[config.mk]
export PLATFORM = sky130hd
export DESIGN_NAME = irq_conditioner
export DESIGN_NICKNAME = d
export VERILOG_FILES = /design/src/rtl/irq_conditioner.sv
export SDC_FILE = /design/constraint.sdc
export NUM_CORES = 1
export LEC_CHECK = 0
export ABC_CLOCK_PERIOD_IN_PS = 28300
export CAP_MARGIN = 20
export CORE_ASPECT_RATIO = 1.5
export CORE_MARGIN = 5
export CORE_UTILIZATION = 50
export DETAILED_ROUTE_END_ITERATION = 16
export PLACE_DENSITY = 0.72
export SLEW_MARGIN = 20
export SYNTH_ARGS = -nofsm -noshare
export SYNTH_HDL_FRONTEND = slang
export SYNTH_SLANG_ARGS = --single-unit
export TNS_END_PERCENT = 1
[constraint.sdc]
create_clock -name wb_clk_i -period 28.3 [get_ports wb_clk_i]
set_clock_uncertainty 0.05 [all_clocks]
set_input_delay 5.66 -clock wb_clk_i [delete_from_list [all_inputs] [get_ports wb_clk_i]]
set_output_delay 5.66 -clock wb_clk_i [all_outputs]
set_load 0.01 [all_outputs]
[src/rtl/irq_conditioner.sv]
// Interrupt front-end: per-line polarity, synchroniser, debounce filter and level/edge output.
// Optional rejected-glitch counter is built only when IRQ_GLITCH_CNT_EN is defined.
module irq_conditioner #(
    parameter int WIDTH       = 32,
    parameter int SYNC_STAGES = 2,
    parameter int DB_BITS     = 4
) (
    input  logic               wb_clk_i,
    input  logic               wb_rst_i,
    input  logic [WIDTH-1:0]   irq_raw_i,
    input  logic [WIDTH-1:0]   polarity_i,
    input  logic [WIDTH-1:0]   edge_mode_i,
    input  logic [DB_BITS-1:0] debounce_len_i,
    output logic [WIDTH-1:0]   irq_o,
    output logic [WIDTH-1:0]   stable_o,
    output logic [7:0]         glitch_cnt_o,
    input  logic               glitch_cnt_clr_i
);

    localparam int STAGES = (SYNC_STAGES < 2) ? 2 : SYNC_STAGES;
    localparam logic [DB_BITS-1:0] CNT_ONE = DB_BITS'(1);

    logic [WIDTH-1:0]   sync_q [STAGES];
    logic [WIDTH-1:0]   s;
    logic [WIDTH-1:0]   stable_q;
    logic [WIDTH-1:0]   stable_d_q;
    logic [WIDTH-1:0]   stable_next;
    logic [WIDTH-1:0]   irq_q;
    logic [WIDTH-1:0]   glitch;
    logic [DB_BITS-1:0] cnt_q    [WIDTH];
    logic [DB_BITS-1:0] cnt_next [WIDTH];

    // Polarity is folded in ahead of the first flop so reset state always reads as inactive.
    always_ff @(posedge wb_clk_i or posedge wb_rst_i) begin
        if (wb_rst_i) begin
            for (int i = 0; i < STAGES; i++) begin
                sync_q[i] <= '0;
            end
        end else begin
            sync_q[0] <= irq_raw_i ^ polarity_i;
            for (int i = 1; i < STAGES; i++) begin
                sync_q[i] <= sync_q[i-1];
            end
        end
    end

    assign s = sync_q[STAGES-1];

    always_comb begin
        stable_next = stable_q;
        glitch      = '0;
        for (int n = 0; n < WIDTH; n++) begin
            cnt_next[n] = cnt_q[n];
            if (s[n] == stable_q[n]) begin
                if (cnt_q[n] != '0) begin
                    cnt_next[n] = '0;
                    glitch[n]   = 1'b1;
                end
            end else if (cnt_q[n] >= debounce_len_i) begin
                stable_next[n] = s[n];
                cnt_next[n]    = '0;
            end else if (cnt_q[n] != '1) begin
                cnt_next[n] = cnt_q[n] + CNT_ONE;
            end
        end
    end

    always_ff @(posedge wb_clk_i or posedge wb_rst_i) begin
        if (wb_rst_i) begin
            for (int n = 0; n < WIDTH; n++) begin
                cnt_q[n] <= '0;
            end
            stable_q   <= '0;
            stable_d_q <= '0;
            irq_q      <= '0;
        end else begin
            for (int n = 0; n < WIDTH; n++) begin
                cnt_q[n] <= cnt_next[n];
            end
            stable_q   <= stable_next;
            stable_d_q <= stable_q;
            // Mode only selects the term; switching it alone cannot produce a pulse.
            irq_q      <= (edge_mode_i & stable_q & ~stable_d_q) | (~edge_mode_i & stable_q);
        end
    end

    assign irq_o    = irq_q;
    assign stable_o = stable_q;

`ifdef IRQ_GLITCH_CNT_EN
    logic [7:0] glitch_cnt_q;

    always_ff @(posedge wb_clk_i or posedge wb_rst_i) begin
        if (wb_rst_i) begin
            glitch_cnt_q <= 8'h00;
        end else if (glitch_cnt_clr_i) begin
            glitch_cnt_q <= 8'h00;
        end else if ((|glitch) && (glitch_cnt_q != 8'hff)) begin
            glitch_cnt_q <= glitch_cnt_q + 8'h01;
        end
    end

    assign glitch_cnt_o = glitch_cnt_q;
`else
    logic unused_glitch;

    assign unused_glitch = ^{glitch_cnt_clr_i, glitch};
    assign glitch_cnt_o  = 8'h00;
`endif

endmodule
==> results.md, run 1 <==
| Step | Metric | Value |
|---|---|---|
| synthesis | Commonest cells in the synthesized netlist | 288 x sky130_fd_sc_hd__dfrtp_1, 192 x sky130_fd_sc_hd__ha_1, 93 x sky130_fd_sc_hd__nor2_1 |
| detailed routing | Post-route ant nets | 0 |
| clocking | CTS tree | yes |
| timing | Setup repair after global routing missed its margin | no |
| synthesis | Post-synth EDFFs | 0 |
| timing | Period utilisation layout | 27.86% |
| grt | Wire length of the first global-routing pass | 51180 µm |
| layout | Utilization of the core after routing | 60.96% |
| placed design | I/O Buffers | 165 |
| layout | Filler Cells Inserted | 2495 |
| detailed routing | DRT iter0 DRCs | 400 |
| power | Proportion of power drawn by the clock network | 22.8% |
| layout | Inserted Diodes | 0 |
| floorplan | Die Area | 34400 µm² |
| synthesis | Synthesized instance count | 1374 |
| detailed routing | Routed WL | 29470 µm |
| synthesis | Largest cells by area after synthesis | sky130_fd_sc_hd__dfrtp_1 47%, sky130_fd_sc_hd__ha_1 16%, sky130_fd_sc_hd__xor2_1 3.6% |
| power | Seq pwr share | 40.0% |
| clocking | Root buffer selected by CTS | sky130_fd_sc_hd__clkbuf_16 |
| clocking | Max Buffers Root-to-Sink | 3 |
| clocking | Clock net sink count | 288 |
| power | Power density relative to cell area | 92.22 nW/µm² |
| clocking | Clock latency on the worst-skew pair | 0.55 ns |
| layout | NumNets Final | 1869 |
| synthesis | Synth cell types | 35 |
| critical path | Slowest cell on crit path | sky130_fd_sc_hd__inv_2 |
| floorplan | Vertical die dimension | 224.7 µm |
| power | Internal | 1.108 mW |
| critical path | Type of element capturing the critical path | register |
| grt | Overall overflow remaining after global route | 0 |
| critical path | Family of cells with the greatest summed delay on the critical path | buffers and inverters |
| synthesis | Async S/R FF share, synth | 100.0% |
| floorplan | CORE AREA | 30350 µm² |
| critical path | Critical path type | primary input to register |
| synthesis | Syn Std Cell Area | 15360 µm² |
| floorplan | Std-Cell Rows | 78 |
| synthesis | Total of warnings raised by yosys | 0 |
| timing | # setup viols final | 0 |
| timing | Worst slew pin tran | 1.050 ns |
| detailed routing | Length of the first detailed-routing pass in iterations | 4 |
| synthesis | Post-synth top area cell | sky130_fd_sc_hd__dfrtp_1 |
| synthesis | Most common cell in the netlist | sky130_fd_sc_hd__dfrtp_1 |
| grt | Number of global-route vias before repair | 11260 |
| detailed routing | DRC violations left | 0 |
| timing | Setup TNS | 0 ns |
| grt | Pin count of the biggest net entering global routing | 140 |
| clocking | Clock edge transition at the registers on the reported setup and hold paths | 0.06 ns |
| outcome | Result of the run | completed |
| floorplan | IO Count | 175 |
| critical path | Critical Path, Cell by Cell | clkdlybuf4s50_1, inv_2, ha_1, and3_2, a221oi_2, nand2_2, or3_1, o21ai_1 |
| clocking | Level count of the clock H-tree | 1 |
| synthesis | Mapped Avg Cell Area | 11.18 µm² |
| detailed routing | Average wire length per cell after detail routing | 14.76 µm |
| detailed routing | Via count | 11020 |
| grt | Aggregate global-route resource usage | 17.15% |
| synthesis | Flip-flop and latch count after synthesis | 288 |
| placed design | Weighted congestion at the end of routability-driven global placement | 0.7828 |
| synthesis | Fraction of the yosys area taken by sequential cells | 46.91% |
| critical path | Crit Path Max Fanout | 32 |
| grt | Number of antenna violations at the first check in global routing | 0 |
| timing | Highest Clock Rate | 126.9 MHz |
| placed design | DPL Wire Length | 20310 µm |
| timing | Min cycle time layout | 7.883 ns |
| power | Net switching power of the design | 0.5981 mW |
| clocking | Number of buffers inserted by hold repair at cts | 0 |
| floorplan | Starting density of the core | 50.62% |
| critical path | Data required, critical path | 28.72 ns |
| critical path | Register-to-register path setup slack | 26.22 ns |
| hold path | Path category of the worst min-delay check | register to register |
| detailed routing | Vias per Instance | 5.520 |
| critical path | Critical path data arrival time | 8.30 ns |
| clocking | Buffers inserted by post-CTS timing repair | 0 |
| synthesis | Top_reg_cell synth | sky130_fd_sc_hd__dfrtp_1 |
| power | Leakage power of the design | 8.533 nW |
| critical path | Type of origin of the critical path | primary input |
| synthesis | Proportion of netlist area held by the largest area contributor | 46.91% |
| flow run | Maxcap violations | 0 |
| timing | Final Max Slew Viols | 0 |
| layout | Ratio of cells with drive above 1 in the final layout | 8.647% |
| critical path | Count of buffering cells on the critical path with inverters included | 2 |
| timing | Slew HR | 29.97% |
| critical path | Maximum cell stage delay along the critical path | 0.65 ns |
| floorplan | Horizontal die dimension | 153.1 µm |
| timing | Final hold vios | 0 |
| clocking | Number of clock buffers inserted by TritonCTS | 29 |
| power | Worst voltage drop across the vdd grid | 51.82 µV |
| clocking | Quantity of gates resized following cts | 0 |
| power | Share of power burned in combinational logic | 37.2% |
| layout | Area growth, synth to finish | 20.43% |
| power | Switching fraction of total power | 35.05% |
[flip-flops by register name, summed over array words and instances (netlist names)]
| name | flops |
|---|---|
| irq_o | 32 |
| stable_o | 32 |
| cnt_q | 128 |
| s | 32 |
| stable_d_q | 32 |
| sync_q | 32 |
[cells by family (layout without fill, tap and decap cells)]
kind of cell	after synthesis	in the layout	synth area share, %
AOI/OAI and AO/OA	224	224	11.17
xor gates and xnor gates	64	64	3.649
adders and majority gates	192	192	15.64
buffers and inverters	76	291	2.052
DFF	288	288	46.91
muxes	64	64	4.439
other	1	8	0.02441
and+or+nand+nor	465	465	16.13
[worst register-to-register path, delay by kind of cell (launching register included)]
family | cells | cell delay, ns
compound gates | 2 | 0.45
simple gates | 3 | 0.73
fa+ha+maj | 1 | 0.32
flops | 1 | 0.45
[placed cells by master, fill, tap and decap left out, types with 11 or more instances in the layout]
cell type,netlist,layout
sky130_fd_sc_hd__a2111oi_2,14,14
sky130_fd_sc_hd__a21boi_0,32,32
sky130_fd_sc_hd__a21o_1,18,18
sky130_fd_sc_hd__a221oi_2,17,17
sky130_fd_sc_hd__a31oi_1,48,48
sky130_fd_sc_hd__and3_1,28,28
sky130_fd_sc_hd__clkbuf_1,0,11
sky130_fd_sc_hd__clkbuf_16,0,29
sky130_fd_sc_hd__clkdlybuf4s50_1,0,164
sky130_fd_sc_hd__dfrtp_1,288,288
sky130_fd_sc_hd__ha_1,192,192
sky130_fd_sc_hd__inv_1,68,64
sky130_fd_sc_hd__mux2_2,33,33
sky130_fd_sc_hd__mux2i_1,31,31
sky130_fd_sc_hd__nand2_1,81,81
sky130_fd_sc_hd__nand2_2,16,16
sky130_fd_sc_hd__nand2b_1,32,32
sky130_fd_sc_hd__nand3_1,48,48
sky130_fd_sc_hd__nand3b_1,14,14
sky130_fd_sc_hd__nor2_1,93,93
sky130_fd_sc_hd__nor3_1,65,65
sky130_fd_sc_hd__nor3b_1,32,32
sky130_fd_sc_hd__nor4b_1,32,32
sky130_fd_sc_hd__o21a_1,14,14
sky130_fd_sc_hd__o21ai_0,34,34
sky130_fd_sc_hd__o21ai_1,29,29
sky130_fd_sc_hd__o311ai_1,14,14
sky130_fd_sc_hd__or3_1,16,16
sky130_fd_sc_hd__xor2_1,64,64
[area by class of cell]
cell class | instances | area, µm² | share of cell area (%)
multi-input combinational | 1017 | 7868 | 42.52
sequential | 288 | 7207 | 38.95
timing repair buffer | 170 | 1697 | 9.170
clock buffer | 44 | 822.0 | 4.443
tap | 400 | 500.5 | 2.705
inverter | 68 | 262.8 | 1.420
clock inverter | 9 | 145.1 | 0.7845
[per-layer routing]
metal,global-route usage [%],part of all wire (%)
met3,2.579,3.7
met4,4.429,1.6
met1,19.81,40
met5,0,0
met2,32.95,54
[final timing paths]
check | to | cells after the start | start
max | cnt_q[60] | 8 | debounce_len_i[2]
min | s[20] | 0 | sync_q[52]
max reg2reg | cnt_q[60] | 6 | cnt_q[62]
min reg2reg | s[20] | 0 | sync_q[52]
max in group asynchronous | irq_o[20] | 3 | wb_rst_i
min in group asynchronous | irq_o[27] | 2 | wb_rst_i
[power groups by stage]
stage               Sequential [mW]  Clock [mW]  Combinational, mW
finish                        0.682       0.390              0.635
floorplan                     0.677           0              0.417
global placement              0.684           0              0.610
detailed placement            0.690           0              0.641
global route                  0.708       0.420              0.724
CTS                           0.684       0.405              0.646
[per-stage QoR]
step	cells	area, µm²	hold slack, ns	setup WS, ns	power, mW
floorplan	1381	15390	0.2812	14.64	1.094
global route	1996	18500	0.2997	20.25	1.851
finish	1996	18500	0.2972	20.42	1.706
CTS	1995	18480	0.2975	20.39	1.734
detailed placement	1942	17510	0.2858	19.82	1.331
global placement	1942	17510	0.2836	19.83	1.293
Power figures use the tool's default switching activity.
==> run 2, diff against run 1 <==
--- a/config.mk
+++ b/config.mk
@@ -5,13 +5,13 @@
 export SDC_FILE = /design/constraint.sdc
 export NUM_CORES = 1
 export LEC_CHECK = 0
-export ABC_CLOCK_PERIOD_IN_PS = 28300
+export ABC_CLOCK_PERIOD_IN_PS = 7230
 export CAP_MARGIN = 20
 export CORE_ASPECT_RATIO = 1.5
 export CORE_MARGIN = 5
 export CORE_UTILIZATION = 50
 export DETAILED_ROUTE_END_ITERATION = 16
-export PLACE_DENSITY = 0.72
+export PLACE_DENSITY = 0.75
 export SLEW_MARGIN = 20
 export SYNTH_ARGS = -nofsm -noshare
 export SYNTH_HDL_FRONTEND = slang
==> constraint.sdc (replaced) <==
create_clock -name wb_clk_i -period 7.23 [get_ports wb_clk_i]
set_clock_uncertainty 0.05 [all_clocks]
set_input_delay 1.446 -clock wb_clk_i [delete_from_list [all_inputs] [get_ports wb_clk_i]]
set_output_delay 1.446 -clock wb_clk_i [all_outputs]
set_load 0.01 [all_outputs]
==> results.md, run 2 (synthesis gave the netlist of run 1 again) <==
| Step | Metric | Value |
|---|---|---|
| floorplan | Vertical die dimension | 224.7 µm |
| floorplan | IO Count | 175 |
| floorplan | Die Area | 34400 µm² |
| detailed routing | Average wire length per cell after detail routing | 15.01 µm |
| floorplan | Starting density of the core | 50.62% |
| layout | Top library cells by usage in the layout, fill and taps aside | 288 x sky130_fd_sc_hd__dfrtp_1, 192 x sky130_fd_sc_hd__ha_1, 164 x sky130_fd_sc_hd__clkdlybuf4s50_1, 93 x sky130_fd_sc_hd__nor2_1, 81 x sky130_fd_sc_hd__nand2_1 |
| clocking | Number of clock buffers inserted by TritonCTS | 29 |
| critical path | Type of origin of the critical path | primary input |
| timing | Final Max Slew Viols | 0 |
| timing | Setup TNS | 0 ns |
| hold path | Path category of the worst min-delay check | register to register |
| clocking | Clock net sink count | 288 |
| timing | Highest Clock Rate | 274.6 MHz |
| clocking | Quantity of gates resized following cts | 0 |
| power | Leakage power of the design | 8.526 nW |
| critical path | Critical Path, Cell by Cell | clkdlybuf4s50_1, inv_2, buf_4, ha_1, and3_2, a221oi_2, nand2_2, or3_1, o21ai_1 |
| layout | Largest Register | cnt_q |
| clocking | Buffers inserted by post-CTS timing repair | 0 |
| layout | Ratio of cells with drive above 1 in the final layout | 8.777% |
| layout | Utilization of the core after routing | 60.94% |
| layout | Most common library cell in the layout ignoring fill and taps | sky130_fd_sc_hd__dfrtp_1 |
| clocking | CTS tree | yes |
| timing | Period utilisation layout | 50.36% |
| detailed routing | Vias per Instance | 5.538 |
| grt | Aggregate global-route resource usage | 17.49% |
| floorplan | CORE AREA | 30350 µm² |
| flow run | Maxcap violations | 0 |
| timing | Post-route worst setup slack | 3.589 ns |
| layout | NumNets Final | 1871 |
| placed design | I/O Buffers | 165 |
| outcome | Result of the run | completed |
| grt | Overall overflow remaining after global route | 0 |
| clocking | Root buffer selected by CTS | sky130_fd_sc_hd__clkbuf_16 |
| detailed routing | Post-route ant nets | 0 |
| clocking | Clock edge transition at the registers on the reported setup and hold paths | 0.06 ns |
| timing | Final hold vios | 0 |
| critical path | Data required, critical path | 7.65 ns |
| clocking | Level count of the clock H-tree | 1 |
| clocking | Clock latency on the worst-skew pair | 0.55 ns |
| hold path | Worst Hold Path Cells | 0 |
| critical path | Maximum cell stage delay along the critical path | 0.42 ns |
| detailed routing | DRT iter0 DRCs | 395 |
| power | Worst voltage drop across the vdd grid | 211.7 µV |
| floorplan | Std-Cell Rows | 78 |
| timing | Slew HR | 33.34% |
| detailed routing | DRC violations left | 0 |
| layout | Inserted Diodes | 0 |
| placed design | Weighted congestion at the end of routability-driven global placement | 0.8236 |
| grt | Number of antenna violations at the first check in global routing | 0 |
| timing | Worst slew pin tran | 0.9999 ns |
| critical path | Critical path type | primary input to register |
| critical path | Slowest cell on crit path | sky130_fd_sc_hd__clkdlybuf4s50_1 |
| timing | Worst hold slack | 0.2929 ns |
| detailed routing | Routed WL | 29950 µm |
| placed design | DPL Wire Length | 21150 µm |
| critical path | Type of element capturing the critical path | register |
| floorplan | Horizontal die dimension | 153.1 µm |
| layout | Largest register FFs | 128 |
| grt | Number of global-route vias before repair | 11310 |
| power | Power density relative to cell area | 361.8 nW/µm² |
| critical path | Length in cells of the worst reg-to-reg path | 6 |
| layout | Area growth, synth to finish | 20.38% |
| timing | Min cycle time layout | 3.641 ns |
| critical path | Critical path data arrival time | 4.06 ns |
| detailed routing | Length of the first detailed-routing pass in iterations | 6 |
| clocking | Max Buffers Root-to-Sink | 3 |
| timing | # setup viols final | 0 |
| grt | Wire length of the first global-routing pass | 51810 µm |
| grt | Pin count of the biggest net entering global routing | 85 |
| detailed routing | Via count | 11050 |
| clocking | Number of buffers inserted by hold repair at cts | 0 |
| placed design | Worst Setup Slack post-DPL | 3.027 ns |
| timing | Setup repair after global routing missed its margin | no |
| critical path | Crit Path Max Fanout | 17 |
## run 2: metal layers
metal	up-vias	routed length, µm	GRT usage (%)
met4	0	808	6.040
met3	63	1082	2.676
met5	-	0	0
met1	5455	11450	19.36
met2	164	16600	33.79
li1	5366	-	-
## run 2: worst paths after layout
| kind | start | endpoint | slack (ns) |
|---|---|---|---|
| setup / recovery | debounce_len_i[2] | cnt_q[60] | 3.59 |
| hold / removal | sync_q[55] | s[23] | 0.29 |
| setup reg to reg | cnt_q[4] | cnt_q[4] | 5.14 |
| hold reg to reg | sync_q[55] | s[23] | 0.29 |
| max in group asynchronous | wb_rst_i | irq_o[1] | 4.63 |
| min in group asynchronous | wb_rst_i | irq_o[6] | 1.22 |
## run 2: cell type report
cell class / instances / area [µm²]
clock inverter: 10 / 152.6
sequential: 288 / 7207
tap: 400 / 500.5
fill: 2421 / 11860
timing repair buffer: 172 / 1712
inverter: 68 / 259.0
clock buffer: 40 / 797.0
multi-input combinational: 1017 / 7868
## run 2: critical path: cells and delay by family
| kind | cells | cell delay, ns |
|---|---|---|
| buffers and inverters | 3 | 1.14 |
| and+or+nand+nor | 3 | 0.71 |
| AOI/OAI and AO/OA | 2 | 0.46 |
| adders and majority gates | 1 | 0.29 |
## run 2: metrics by stage
step | cell area (µm²) | instances | power, mW
6_report | 18500 | 1995 | 6.691
5_1_grt | 18500 | 1995 | 7.254
4_1_cts | 18500 | 1995 | 6.795
3_5_place_dp | 17550 | 1945 | 5.221
3_3_place_gp | 17550 | 1945 | 5.056
2_1_floorplan | 15390 | 1381 | 4.283
## run 2: power breakdown
part | total [mW] | leakage (nW) | switching (mW) | internal, mW
Clock | 1.52 | 0.465 | 0.616 | 0.906
Sequential | 2.68 | 3.60 | 0.545 | 2.14
Combinational | 2.49 | 4.46 | 1.21 | 1.28
==> run 3, diff against run 2 <==
--- a/config.mk
+++ b/config.mk
@@ -5,7 +5,7 @@
 export SDC_FILE = /design/constraint.sdc
 export NUM_CORES = 1
 export LEC_CHECK = 0
-export ABC_CLOCK_PERIOD_IN_PS = 7230
+export ABC_CLOCK_PERIOD_IN_PS = 3000
 export CAP_MARGIN = 20
 export CORE_ASPECT_RATIO = 1.5
 export CORE_MARGIN = 5
==> constraint.sdc (replaced) <==
create_clock -name wb_clk_i -period 3 [get_ports wb_clk_i]
set_clock_uncertainty 0.05 [all_clocks]
set_input_delay 0.6 -clock wb_clk_i [delete_from_list [all_inputs] [get_ports wb_clk_i]]
set_output_delay 0.6 -clock wb_clk_i [all_outputs]
set_load 0.01 [all_outputs]
==> results.md, run 3 (synthesis gave the netlist of run 1 again) <==
| Step | Metric | Value |
|---|---|---|
| floorplan | Vertical die dimension | 224.7 µm |
| timing | Final hold vios | 0 |
| critical path | Data required, critical path | 3.42 ns |
| detailed routing | Vias per Instance | 5.502 |
| layout | Filler Cells Inserted | 2387 |
| floorplan | Die Area | 34400 µm² |
| layout | Top library cells by usage in the layout, fill and taps aside | 288 x sky130_fd_sc_hd__dfrtp_1, 192 x sky130_fd_sc_hd__ha_1, 164 x sky130_fd_sc_hd__clkdlybuf4s50_1, 93 x sky130_fd_sc_hd__nor2_1, 81 x sky130_fd_sc_hd__nand2_1 |
| clocking | Number of clock buffers inserted by TritonCTS | 29 |
| detailed routing | DRT iter0 DRCs | 319 |
| clocking | CTS tree | yes |
| timing | Min cycle time layout | 2.380 ns |
| layout | Footprint of the multi-input gates | 7868 µm² |
| timing | # setup viols final | 0 |
| layout | Utilization of the core after routing | 61.58% |
| grt | Pin count of the biggest net entering global routing | 98 |
| timing | Post-route worst setup slack | 0.6199 ns |
| grt | Overall overflow remaining after global route | 0 |
| grt | Aggregate global-route resource usage | 17.40% |
| layout | Inserted Diodes | 0 |
| clocking | Level count of the clock H-tree | 1 |
| layout | Most common library cell in the layout ignoring fill and taps | sky130_fd_sc_hd__dfrtp_1 |
| placed design | Worst Setup Slack post-DPL | 0.05575 ns |
| timing | Slew HR | 63.77% |
| power | Leakage power of the design | 8.623 nW |
| detailed routing | Length of the first detailed-routing pass in iterations | 4 |
| critical path | Critical path data arrival time | 2.80 ns |
| flow run | Maxcap violations | 0 |
| detailed routing | Routed WL | 29600 µm |
| detailed routing | Via count | 11030 |
| critical path | Crit Path Max Fanout | 32 |
| floorplan | IO Count | 175 |
| placed design | DPL Wire Length | 20830 µm |
| floorplan | Horizontal die dimension | 153.1 µm |
| grt | Global-route track usage on met2 | 33.21% |
| timing | Final Max Slew Viols | 0 |
| clocking | Clock latency on the worst-skew pair | 0.56 ns |
| placed design | I/O Buffers | 165 |
| grt | Wire length of the first global-routing pass | 51740 µm |
| timing | Period utilisation layout | 79.34% |
| timing | Setup repair after global routing missed its margin | no |
| layout | Area growth, synth to finish | 21.65% |
| critical path | Type of origin of the critical path | primary input |
| grt | Most congested layer reported by global routing | met2 |
| clocking | Buffers inserted by post-CTS timing repair | 0 |
| clocking | Quantity of gates resized following cts | 0 |
| timing | Worst hold slack | 0.2975 ns |
| outcome | Result of the run | completed |
| hold path | Path category of the worst min-delay check | register to register |
| layout | Ratio of cells with drive above 1 in the final layout | 9.476% |
| placed design | Weighted congestion at the end of routability-driven global placement | 0.8275 |
| clocking | Clock edge transition at the registers on the reported setup and hold paths | 0.06 ns |
| grt | Routing usage on met1 | 19.74% |
| grt | Number of antenna violations at the first check in global routing | 0 |
| timing | Worst slew pin tran | 0.5435 ns |
| clocking | Root buffer selected by CTS | sky130_fd_sc_hd__clkbuf_16 |
| floorplan | Starting density of the core | 50.62% |
| floorplan | Std-Cell Rows | 78 |
| grt | Number of global-route vias before repair | 11350 |
| layout | Largest Register | cnt_q |
| clocking | Number of buffers inserted by hold repair at cts | 0 |
| grt | Met3 GRT Util | 2.579% |
| critical path | Critical path type | primary input to register |
| detailed routing | DRC violations left | 0 |
| power | Worst voltage drop across the vdd grid | 539.9 µV |
| critical path | Type of element capturing the critical path | register |
| clocking | Max Buffers Root-to-Sink | 3 |
| timing | Highest Clock Rate | 420.2 MHz |
| detailed routing | Average wire length per cell after detail routing | 14.77 µm |
| floorplan | CORE AREA | 30350 µm² |
| layout | Largest register FFs | 128 |
| detailed routing | Post-route ant nets | 0 |
| layout | NumNets Final | 1878 |
| layout | Area taken by flip-flops and latches | 7207 µm² |
| clocking | Clock net sink count | 288 |
| power | Power density relative to cell area | 875.0 nW/µm² |
run 3: cell types whose count changed in the layout (fill, tap and decap cells not counted):
cell | before | now
sky130_fd_sc_hd__clkbuf_8 | 3 | 4
sky130_fd_sc_hd__buf_12 | 1 | 6
sky130_fd_sc_hd__buf_4 | 6 | 8
sky130_fd_sc_hd__clkbuf_1 | 8 | 5
sky130_fd_sc_hd__inv_6 | 0 | 2
sky130_fd_sc_hd__bufinv_16 | 4 | 6
run 3: per-layer routing:
metal	part of all wire [%]	wire (µm)
met3	3.6	1053
met5	0	0
met1	39	11630
met4	2.4	711
met2	55	16200
run 3: cell type report:
type | count | area share, %
repair buffers | 179 | 9.774
flip-flops and latches | 288 | 38.56
clock buffers | 38 | 4.278
inverters | 68 | 1.386
multi-input cells | 1017 | 42.09
clock inverters | 14 | 1.232
well taps | 400 | 2.678
run 3: worst max-delay path, cell delays in order:
cell and delay (ns):
sky130_fd_sc_hd__clkdlybuf4s50_1 0.47, sky130_fd_sc_hd__inv_2 0.04, sky130_fd_sc_hd__buf_12 0.18, sky130_fd_sc_hd__ha_1 0.35, sky130_fd_sc_hd__and3_1 0.18, sky130_fd_sc_hd__a221oi_2 0.38, sky130_fd_sc_hd__nand2_2 0.14, sky130_fd_sc_hd__or3_1 0.35
sky130_fd_sc_hd__o21ai_0 0.08
run 3: worst paths after layout:
path	startpoint	endpoint	slack, ns	cells after the start
worst min register to register	sync_q[52]	s[20]	0.30	0
worst max-delay path	debounce_len_i[3]	cnt_q[108]	0.62	9
max in group asynchronous	wb_rst_i	sync_q[36]	1.75	3
worst min-delay path	sync_q[52]	s[20]	0.30	0
worst max register to register	cnt_q[116]	cnt_q[116]	0.92	6
min in group asynchronous	wb_rst_i	cnt_q[28]	0.32	2
run 3: metrics by stage:
stage | std cells | TNS, ns | power (mW) | instance area, µm²
global route | 2004 | 0 | 17.72 | 18690
finish | 2004 | 0 | 16.35 | 18690
CTS | 2004 | 0 | 16.62 | 18690
floorplan | 1381 | -423.13 | 10.32 | 15390
global placement | 1952 | 0 | 12.24 | 17660
detailed placement | 1952 | 0 | 12.60 | 17660
run 3: power breakdown:
| group | internal (mW) | switching (mW) | total [mW] | leakage [nW] |
|---|---|---|---|---|
| Combinational | 3.11 | 2.91 | 6.02 | 4.52 |
| Sequential | 5.15 | 1.30 | 6.44 | 3.60 |
| Clock | 2.39 | 1.50 | 3.89 | 0.506 |
